==> config.mk <==
export PLATFORM = sky130hd
export DESIGN_NAME = ccx_ic_arbiter_flat
export DESIGN_NICKNAME = d
export VERILOG_FILES = /design/src/rtl/ccx_ic_arbiter_if.sv /design/src/rtl/ccx_ic_arbiter.sv /design/src/flat_wrapper.sv
export SDC_FILE = /design/constraint.sdc
export NUM_CORES = 1
export LEC_CHECK = 0
export BUFFER_PORTS_ARGS = -buffer_cell sky130_fd_sc_hd__buf_4
export CORE_AREA = 2 2 217 219
export DETAILED_ROUTE_END_ITERATION = 7
export DIE_AREA = 0 0 219 221
export PLACE_DENSITY_LB_ADDON = 0.3
export SLEW_MARGIN = 20
export SYNTH_ARGS = -nofsm -noshare
export SYNTH_HDL_FRONTEND = slang
export SYNTH_SLANG_ARGS = --single-unit
==> constraint.sdc <==
create_clock -name g_clk -period 1.9 [get_ports g_clk]
set_input_delay 0.095 -clock g_clk [delete_from_list [all_inputs] [get_ports g_clk]]
set_output_delay 0.095 -clock g_clk [all_outputs]
set_load 0.02 [all_outputs]
==> src/rtl/ccx_ic_arbiter_if.sv <==
// Core memory bus between a requester (REQ side) and a responder (RSP side).
// Transfer completes on req && gnt; rdata/err are valid the following cycle.
interface core_mem_bus #(
    parameter int unsigned AW = 39,
    parameter int unsigned DW = 64
);
    localparam int unsigned SW = DW / 8;

    logic          req;
    logic          gnt;
    logic [AW-1:0] addr;
    logic          wen;
    logic [SW-1:0] strb;
    logic [DW-1:0] wdata;
    logic [1:0]    prv;
    logic [1:0]    rtype;
    logic [DW-1:0] rdata;
    logic          err;

    modport REQ (output req, addr, wen, strb, wdata, prv, rtype,
                 input  gnt, rdata, err);
    modport RSP (input  req, addr, wen, strb, wdata, prv, rtype,
                 output gnt, rdata, err);
endinterface

==> src/rtl/ccx_ic_arbiter.sv <==
// Merges the instruction-fetch and data buses onto one core_mem_bus with zero
// added latency, a stall lock, and per-port response ownership tracking.
module ccx_ic_arbiter #(
    parameter int unsigned AW    = 39,
    parameter int unsigned DW    = 64,
    parameter bit          RR_EN = 1'b1
) (
    input  logic     g_clk,
    input  logic     g_resetn,
    core_mem_bus.RSP if_imem,
    core_mem_bus.RSP if_dmem,
    core_mem_bus.REQ if_out
);
    localparam int unsigned SW    = DW / 8;
    localparam logic        SEL_I = 1'b0;
    localparam logic        SEL_D = 1'b1;

    logic          lock_vld;
    logic          lock_sel;
    logic          last_sel;
    logic          rsp_i;
    logic          rsp_d;

    logic          sel_c;
    logic          req_c;
    logic          gnt_i_c;
    logic          gnt_d_c;
    logic [AW-1:0] addr_c;
    logic [SW-1:0] strb_c;
    logic [DW-1:0] wdata_c;

    // Requester selection; a held lock only applies while its owner still requests.
    always_comb begin
        sel_c = last_sel;
        if (lock_vld && (lock_sel ? if_dmem.req : if_imem.req)) begin
            sel_c = lock_sel;
        end else if (if_imem.req && if_dmem.req) begin
            sel_c = RR_EN ? ~last_sel : SEL_D;
        end else if (if_imem.req) begin
            sel_c = SEL_I;
        end else if (if_dmem.req) begin
            sel_c = SEL_D;
        end
    end

    assign req_c   = if_imem.req || if_dmem.req;
    assign gnt_i_c = if_out.gnt && if_imem.req && (sel_c == SEL_I);
    assign gnt_d_c = if_out.gnt && if_dmem.req && (sel_c == SEL_D);
    assign addr_c  = sel_c ? if_dmem.addr  : if_imem.addr;
    assign strb_c  = sel_c ? if_dmem.strb  : if_imem.strb;
    assign wdata_c = sel_c ? if_dmem.wdata : if_imem.wdata;

    assign if_out.req   = req_c;
    assign if_out.addr  = addr_c;
    assign if_out.wen   = sel_c ? if_dmem.wen   : if_imem.wen;
    assign if_out.strb  = strb_c;
    assign if_out.wdata = wdata_c;
    assign if_out.prv   = sel_c ? if_dmem.prv   : if_imem.prv;
    assign if_out.rtype = sel_c ? if_dmem.rtype : if_imem.rtype;

    assign if_imem.gnt = gnt_i_c;
    assign if_dmem.gnt = gnt_d_c;

    // Read data is broadcast; err is steered to the owner of the outstanding response.
    assign if_imem.rdata = if_out.rdata;
    assign if_dmem.rdata = if_out.rdata;
    assign if_imem.err   = rsp_i && if_out.err;
    assign if_dmem.err   = rsp_d && if_out.err;

    always_ff @(posedge g_clk or negedge g_resetn) begin
        if (!g_resetn) begin
            lock_vld <= 1'b0;
            lock_sel <= SEL_I;
            last_sel <= SEL_D;
            rsp_i    <= 1'b0;
            rsp_d    <= 1'b0;
        end else begin
            lock_vld <= req_c && !if_out.gnt;
            if (req_c && !if_out.gnt) begin
                lock_sel <= sel_c;
            end
            if (req_c && if_out.gnt) begin
                last_sel <= sel_c;
            end
            rsp_i <= gnt_i_c;
            rsp_d <= gnt_d_c;
        end
    end
endmodule
==> src/flat_wrapper.sv <==
// flat-port wrapper written by rule: the top's interface ports become plain ports
module ccx_ic_arbiter_flat 
#(
    parameter int unsigned AW    = 39,
    parameter int unsigned DW    = 64,
    parameter bit          RR_EN = 1'b1
)
  (g_clk, g_resetn, if_imem_req, if_imem_addr, if_imem_wen, if_imem_strb, if_imem_wdata, if_imem_prv, if_imem_rtype, if_imem_gnt, if_imem_rdata, if_imem_err, if_dmem_req, if_dmem_addr, if_dmem_wen, if_dmem_strb, if_dmem_wdata, if_dmem_prv, if_dmem_rtype, if_dmem_gnt, if_dmem_rdata, if_dmem_err, if_out_req, if_out_addr, if_out_wen, if_out_strb, if_out_wdata, if_out_prv, if_out_rtype, if_out_gnt, if_out_rdata, if_out_err);
  core_mem_bus #(.AW(AW), .DW(DW)) if_imem_i ();
  core_mem_bus #(.AW(AW), .DW(DW)) if_dmem_i ();
  core_mem_bus #(.AW(AW), .DW(DW)) if_out_i ();
  input  logic g_clk;
  input  logic g_resetn;
  input wire logic [$bits(if_imem_i.req)-1:0] if_imem_req;
  input wire logic [$bits(if_imem_i.addr)-1:0] if_imem_addr;
  input wire logic [$bits(if_imem_i.wen)-1:0] if_imem_wen;
  input wire logic [$bits(if_imem_i.strb)-1:0] if_imem_strb;
  input wire logic [$bits(if_imem_i.wdata)-1:0] if_imem_wdata;
  input wire logic [$bits(if_imem_i.prv)-1:0] if_imem_prv;
  input wire logic [$bits(if_imem_i.rtype)-1:0] if_imem_rtype;
  output wire logic [$bits(if_imem_i.gnt)-1:0] if_imem_gnt;
  output wire logic [$bits(if_imem_i.rdata)-1:0] if_imem_rdata;
  output wire logic [$bits(if_imem_i.err)-1:0] if_imem_err;
  input wire logic [$bits(if_dmem_i.req)-1:0] if_dmem_req;
  input wire logic [$bits(if_dmem_i.addr)-1:0] if_dmem_addr;
  input wire logic [$bits(if_dmem_i.wen)-1:0] if_dmem_wen;
  input wire logic [$bits(if_dmem_i.strb)-1:0] if_dmem_strb;
  input wire logic [$bits(if_dmem_i.wdata)-1:0] if_dmem_wdata;
  input wire logic [$bits(if_dmem_i.prv)-1:0] if_dmem_prv;
  input wire logic [$bits(if_dmem_i.rtype)-1:0] if_dmem_rtype;
  output wire logic [$bits(if_dmem_i.gnt)-1:0] if_dmem_gnt;
  output wire logic [$bits(if_dmem_i.rdata)-1:0] if_dmem_rdata;
  output wire logic [$bits(if_dmem_i.err)-1:0] if_dmem_err;
  output wire logic [$bits(if_out_i.req)-1:0] if_out_req;
  output wire logic [$bits(if_out_i.addr)-1:0] if_out_addr;
  output wire logic [$bits(if_out_i.wen)-1:0] if_out_wen;
  output wire logic [$bits(if_out_i.strb)-1:0] if_out_strb;
  output wire logic [$bits(if_out_i.wdata)-1:0] if_out_wdata;
  output wire logic [$bits(if_out_i.prv)-1:0] if_out_prv;
  output wire logic [$bits(if_out_i.rtype)-1:0] if_out_rtype;
  input wire logic [$bits(if_out_i.gnt)-1:0] if_out_gnt;
  input wire logic [$bits(if_out_i.rdata)-1:0] if_out_rdata;
  input wire logic [$bits(if_out_i.err)-1:0] if_out_err;
  assign if_imem_i.req = if_imem_req;
  assign if_imem_i.addr = if_imem_addr;
  assign if_imem_i.wen = if_imem_wen;
  assign if_imem_i.strb = if_imem_strb;
  assign if_imem_i.wdata = if_imem_wdata;
  assign if_imem_i.prv = if_imem_prv;
  assign if_imem_i.rtype = if_imem_rtype;
  assign if_imem_gnt = if_imem_i.gnt;
  assign if_imem_rdata = if_imem_i.rdata;
  assign if_imem_err = if_imem_i.err;
  assign if_dmem_i.req = if_dmem_req;
  assign if_dmem_i.addr = if_dmem_addr;
  assign if_dmem_i.wen = if_dmem_wen;
  assign if_dmem_i.strb = if_dmem_strb;
  assign if_dmem_i.wdata = if_dmem_wdata;
  assign if_dmem_i.prv = if_dmem_prv;
  assign if_dmem_i.rtype = if_dmem_rtype;
  assign if_dmem_gnt = if_dmem_i.gnt;
  assign if_dmem_rdata = if_dmem_i.rdata;
  assign if_dmem_err = if_dmem_i.err;
  assign if_out_req = if_out_i.req;
  assign if_out_addr = if_out_i.addr;
  assign if_out_wen = if_out_i.wen;
  assign if_out_strb = if_out_i.strb;
  assign if_out_wdata = if_out_i.wdata;
  assign if_out_prv = if_out_i.prv;
  assign if_out_rtype = if_out_i.rtype;
  assign if_out_i.gnt = if_out_gnt;
  assign if_out_i.rdata = if_out_rdata;
  assign if_out_i.err = if_out_err;
  ccx_ic_arbiter #(.AW(AW), .DW(DW), .RR_EN(RR_EN)) u_core (.g_clk(g_clk), .g_resetn(g_resetn), .if_imem(if_imem_i), .if_dmem(if_dmem_i), .if_out(if_out_i));
endmodule
### Word-level counts from Yosys, hierarchy flattened

Index checks and enable logic that the tools add are counted.

| storage, ports and cells | value |
|---|---|
| flip-flop bits (word level) | 5 |
| output and inout port bits | 249 |

| cells by class | value |
|---|---|
| multiplexer cells | 11 |
| bitwise gates (word level) | 2 |
| reduce and logical (&&, ||, !) cells | 12 |

Operator list:

| cell | count |
|---|---|
| $mux 64 | 1 |
| $mux 39 | 1 |
| $logic_and 1x1->1 | 10 |
| $mux 8 | 1 |
| $mux 1 | 6 |
| $mux 2 | 2 |
| $not 1->1 | 2 |
| $logic_not 1->1 | 1 |
| $logic_or 1x1->1 | 1 |

### Longest topological paths before layout

| logic depth | value |
|---|---|
| word-level depth | 6 |
| depth in mapped cells | 5 |

### Least setup slack after synthesis

No wires, ideal clock.

| timing | value |
|---|---|
| kind | reg-to-output |
| start | register u_core.last_sel |
| end | output if_out_addr[10] |
| arrival time | 1669 ps |
| slack | 136 ps |
| cell stages (with the launch flop) | 6 |
| cells stage by stage | dfstp_2 nand2b_1 a31oi_2 buf_6 buf_6 mux2_1 |

| between the ends | value |
|---|---|
| word-level cells in the longest chain between the ends | 5 |
| elaborated cells between the ends (all ways) | 6 |
| those cells by class | mux: 5; bitwise: 1 |

Ends and longest elaborated chain:

| item | RTL line | source |
|---|---|---|
| start: declaration | ccx_ic_arbiter.sv:20 | `logic last_sel;` |
| start signal: assignment | ccx_ic_arbiter.sv:83 | `last_sel <= sel_c;` |
| $mux 1 | ccx_ic_arbiter.sv:41 | `end else if (if_dmem.req) begin` |
| $mux 1 | ccx_ic_arbiter.sv:39 | `end else if (if_imem.req) begin` |
| $mux 1 * | ccx_ic_arbiter.sv:37 | `end else if (if_imem.req && if_dmem.req) begin` |
| $mux 1 * | ccx_ic_arbiter.sv:35 | `if (lock_vld && (lock_sel ? if_dmem.req : if_imem.req)) begin` |
| $mux 39 * | ccx_ic_arbiter.sv:49 | `assign addr_c = sel_c ? if_dmem.addr : if_imem.addr;` |
| end: declaration | flat_wrapper.sv:35 | `output wire logic [$bits(if_out_i.addr)-1:0] if_out_addr;` |

Mark *: on every way between the ends. The rest lies on a longest branch, timed or not.

### Worst setup path after layout

| timing | value |
|---|---|
| start | register u_core.last_sel |
| end | output if_out_addr[13] |

Same word-level chain as after synthesis.

==> flow_summary.toml <==
[timing]
finalClockSkew_ps = 0.907
postLayoutSetupSlackWorst_ps = -183
rsz0062_at_grt = "true"
setup_viol = 116
relSlewSlack_pct = 86.4
maxSlewViolCount = 0
period_share_pct = 110
hold_violations = 0
finalCriticalPeriod_ps = 2080
fmax_mhz = 480
worst_slew_pin_slew_ps = 203

[critical_path]
r2r_start = "u_core.last_sel"
cpMaxStageDelayCell = "dfstp_2"
crit_path_cell_trace = "o21ba_2, a31oi_4, buf_4, buf_12, buf_16, buf_6, mux2_1, buf_4"
cp.required_ps = 1800
path_common_cell = "buf_4"
worst-path-stages = 8
cp_top_family = "buffers and inverters"
start_kind = "register"
slowest_delay_ps = 560
crit_type = "register to primary output"
rrSetupSlack_ps = 420
crit_buf_inv = 5
crit_arrival_ps = 1990
startpoint = "u_core.last_sel"
cp_max_fo = 5
reg2reg_depth = 7
cp-end-kind = "primary output"

[power]
p_leak_uw = 0.00289
p_comb_share_pct = 83.4
peakVddDrop_v = 0.000216
pwr_density_cell_mw_per_mm2 = 468
p_switching_uw = 1040
total_power_uw = 2810
seqPwrFrac_pct = 4.6
p_int_uw = 1780
p_sw_share_pct = 36.9
clkPwrFrac_pct = 12.0

[flow_run]
cap_viol_max_count = 0

[hold_path]
hold_path.class = "input pin to register"
hold_path.startpoint = "if_imem_req"
hold_depth = 2

[final_layout]
final_cell_mix = "307 x buf_4, 68 x buf_6, 57 x mux2_4"
fin_cells = 1141
nets = 837
layout.cells.most_common = "buf_4"
syn_to_final_growth_pct = 133
diodes = 0
drive_above_1_share_pct = 92.1
n_fill_cell = 5255

[clock_network]
cts_buffers = 3
clockBufferDepth = 2
insertion_delay_ps = 220
cts_tree = "done"
cts-root-buf = "clkbuf_16"
clock_sinks = 5
cts.htree.levels = 1
clk_pin_slew_ps = 30

[detailed_routing]
drt_iter0_drc = 39
ant_nets = 0
drt_pass1_iterations = 3
viasPerCell = 2.64
vias = 3013
drc = 0
wl_um = 15500
wl_per_cell_um = 13.5

[status]
status = "finished, violations left"
violations = "negative setup slack"

[place]
gp_congestion = 0.737
detailedPlace.worstSlack_ps = -49.9
placed_cells = 1123
dpl.hpwl_um = 13000
port_buffers = 358

[grt]
grt_pass1_vias = 3281
grt_pass1_wl_um = 19800
antenna_found_initial = 5
gr-total-overflow = 0
grt_max_degree = 23
grt.total_usage_pct = 5.63

[floorplan]
coreArea_sq_mm = 0.0461
ios = 551
die_x_um = 219
start_util_pct = 5.62
die_h_um = 221
rows = 79
die-area_sq_mm = 0.0484

[yosys]
yosysWarningCount = 0
synth_nets = 580
avgSynthCellArea_sq_um = 9.31
yosysUniqueCellTypes = 20
seq_area_frac_synth_pct = 4.88
syn-cell-area_sq_mm = 0.00259
ys_seq_elements = 5
syn_inst = 278
[state kept, by name, summed over array words and instances (netlist names)]
name             flops
u_core.last_sel      1
u_core.lock_sel      1
u_core.lock_vld      1
u_core.rsp_d         1
u_core.rsp_i         1
[final timing paths]
| check | to |
|---|---|
| max reg2reg | u_core.lock_sel |
| max | if_out_addr[13] |
| min | u_core.last_sel |
| max in group asynchronous | u_core.last_sel |
| min reg2reg | u_core.lock_sel |
| min in group asynchronous | u_core.lock_sel |
[area by class of cell]
| type | count | area (sq um) | area share (%) |
|---|---|---|---|
| multi-input combinational | 132 | 1650 | 27.4 |
| timing repair buffer | 392 | 3400 | 56.5 |
| inverter | 1 | 3.75 | 0.0624 |
| tap | 607 | 759 | 12.6 |
| clock buffer | 4 | 78.8 | 1.31 |
| sequential | 5 | 126 | 2.10 |
[synth_stat cells]
cell type	count	area (sq um)
mux2i_1	1	10.0
and2_1	2	12.5
inv_1	1	3.75
a31oi_1	1	6.26
dfrtp_1	4	100
o21ba_2	1	10.0
dfstp_2	1	26.3
mux2_2	87	980
nand2_1	2	7.51
buf_4	128	961
a21oi_1	2	10.0
or2_2	1	6.26
buf_2	8	40.0
and3_1	1	6.26
nor2b_1	1	6.26
mux2_1	29	327
a31oi_2	1	12.5
buf_6	4	45.0
nand3_1	1	5.00
nand2b_1	2	12.5
[power by group through the flow]
| stage | Sequential [uW] | Clock [uW] | Combinational, uW |
|---|---|---|---|
| 6_report | 129 | 339 | 2350 |
| 5_1_grt | 131 | 357 | 2480 |
| 4_1_cts | 128 | 346 | 2260 |
| 3_5_place_dp | 127 | 0 | 1950 |
| 3_3_place_gp | 128 | 0 | 1950 |
| 2_1_floorplan | 126 | 0 | 1300 |
[metrics by stage]
stage / hold slack (ps) / setup TNS (ps) / utilization (%) / instance area, sq um
5_1_grt: 64.0 / -22080 / 13.1 / 6020
3_3_place_gp: -98.7 / -302 / 11.3 / 5210
6_report: 56.1 / -13410 / 13.1 / 6020
2_1_floorplan: -201 / 0 / - / 2590
3_5_place_dp: -95.4 / -777 / 11.3 / 5210
4_1_cts: 55.6 / -18450 / 12.6 / 5790
[routing by layer]
layer	routed length [um]	part of all wire, %	GRT usage (%)
met1	4300	28	4.54
met2	8110	52	11.2
met3	2420	16	2.91
met4	591	3.8	2.18
met5	42	0.27	0
[what timing repair did]
action / CTS / global route
pin swaps: 1 / 0
buffers inserted: 8 / 1
gates cloned: 2 / 3
hold endpoints to repair: 5 / 0
endpoints found under the setup margin: 116 / 116
gates resized for setup: 92 / 48
hold buffers: 1 / 0
[logic make-up (layout without fill, tap and decap cells)]
logic type | after synthesis | in the layout | synth area share [%]
mux | 117 | 117 | 50.9
buf+inv | 141 | 397 | 40.6
simple gates | 10 | 10 | 2.18
compound gates | 5 | 5 | 1.50
flops | 5 | 5 | 4.88
No activity file was read; power rests on OpenSTA's default activity.
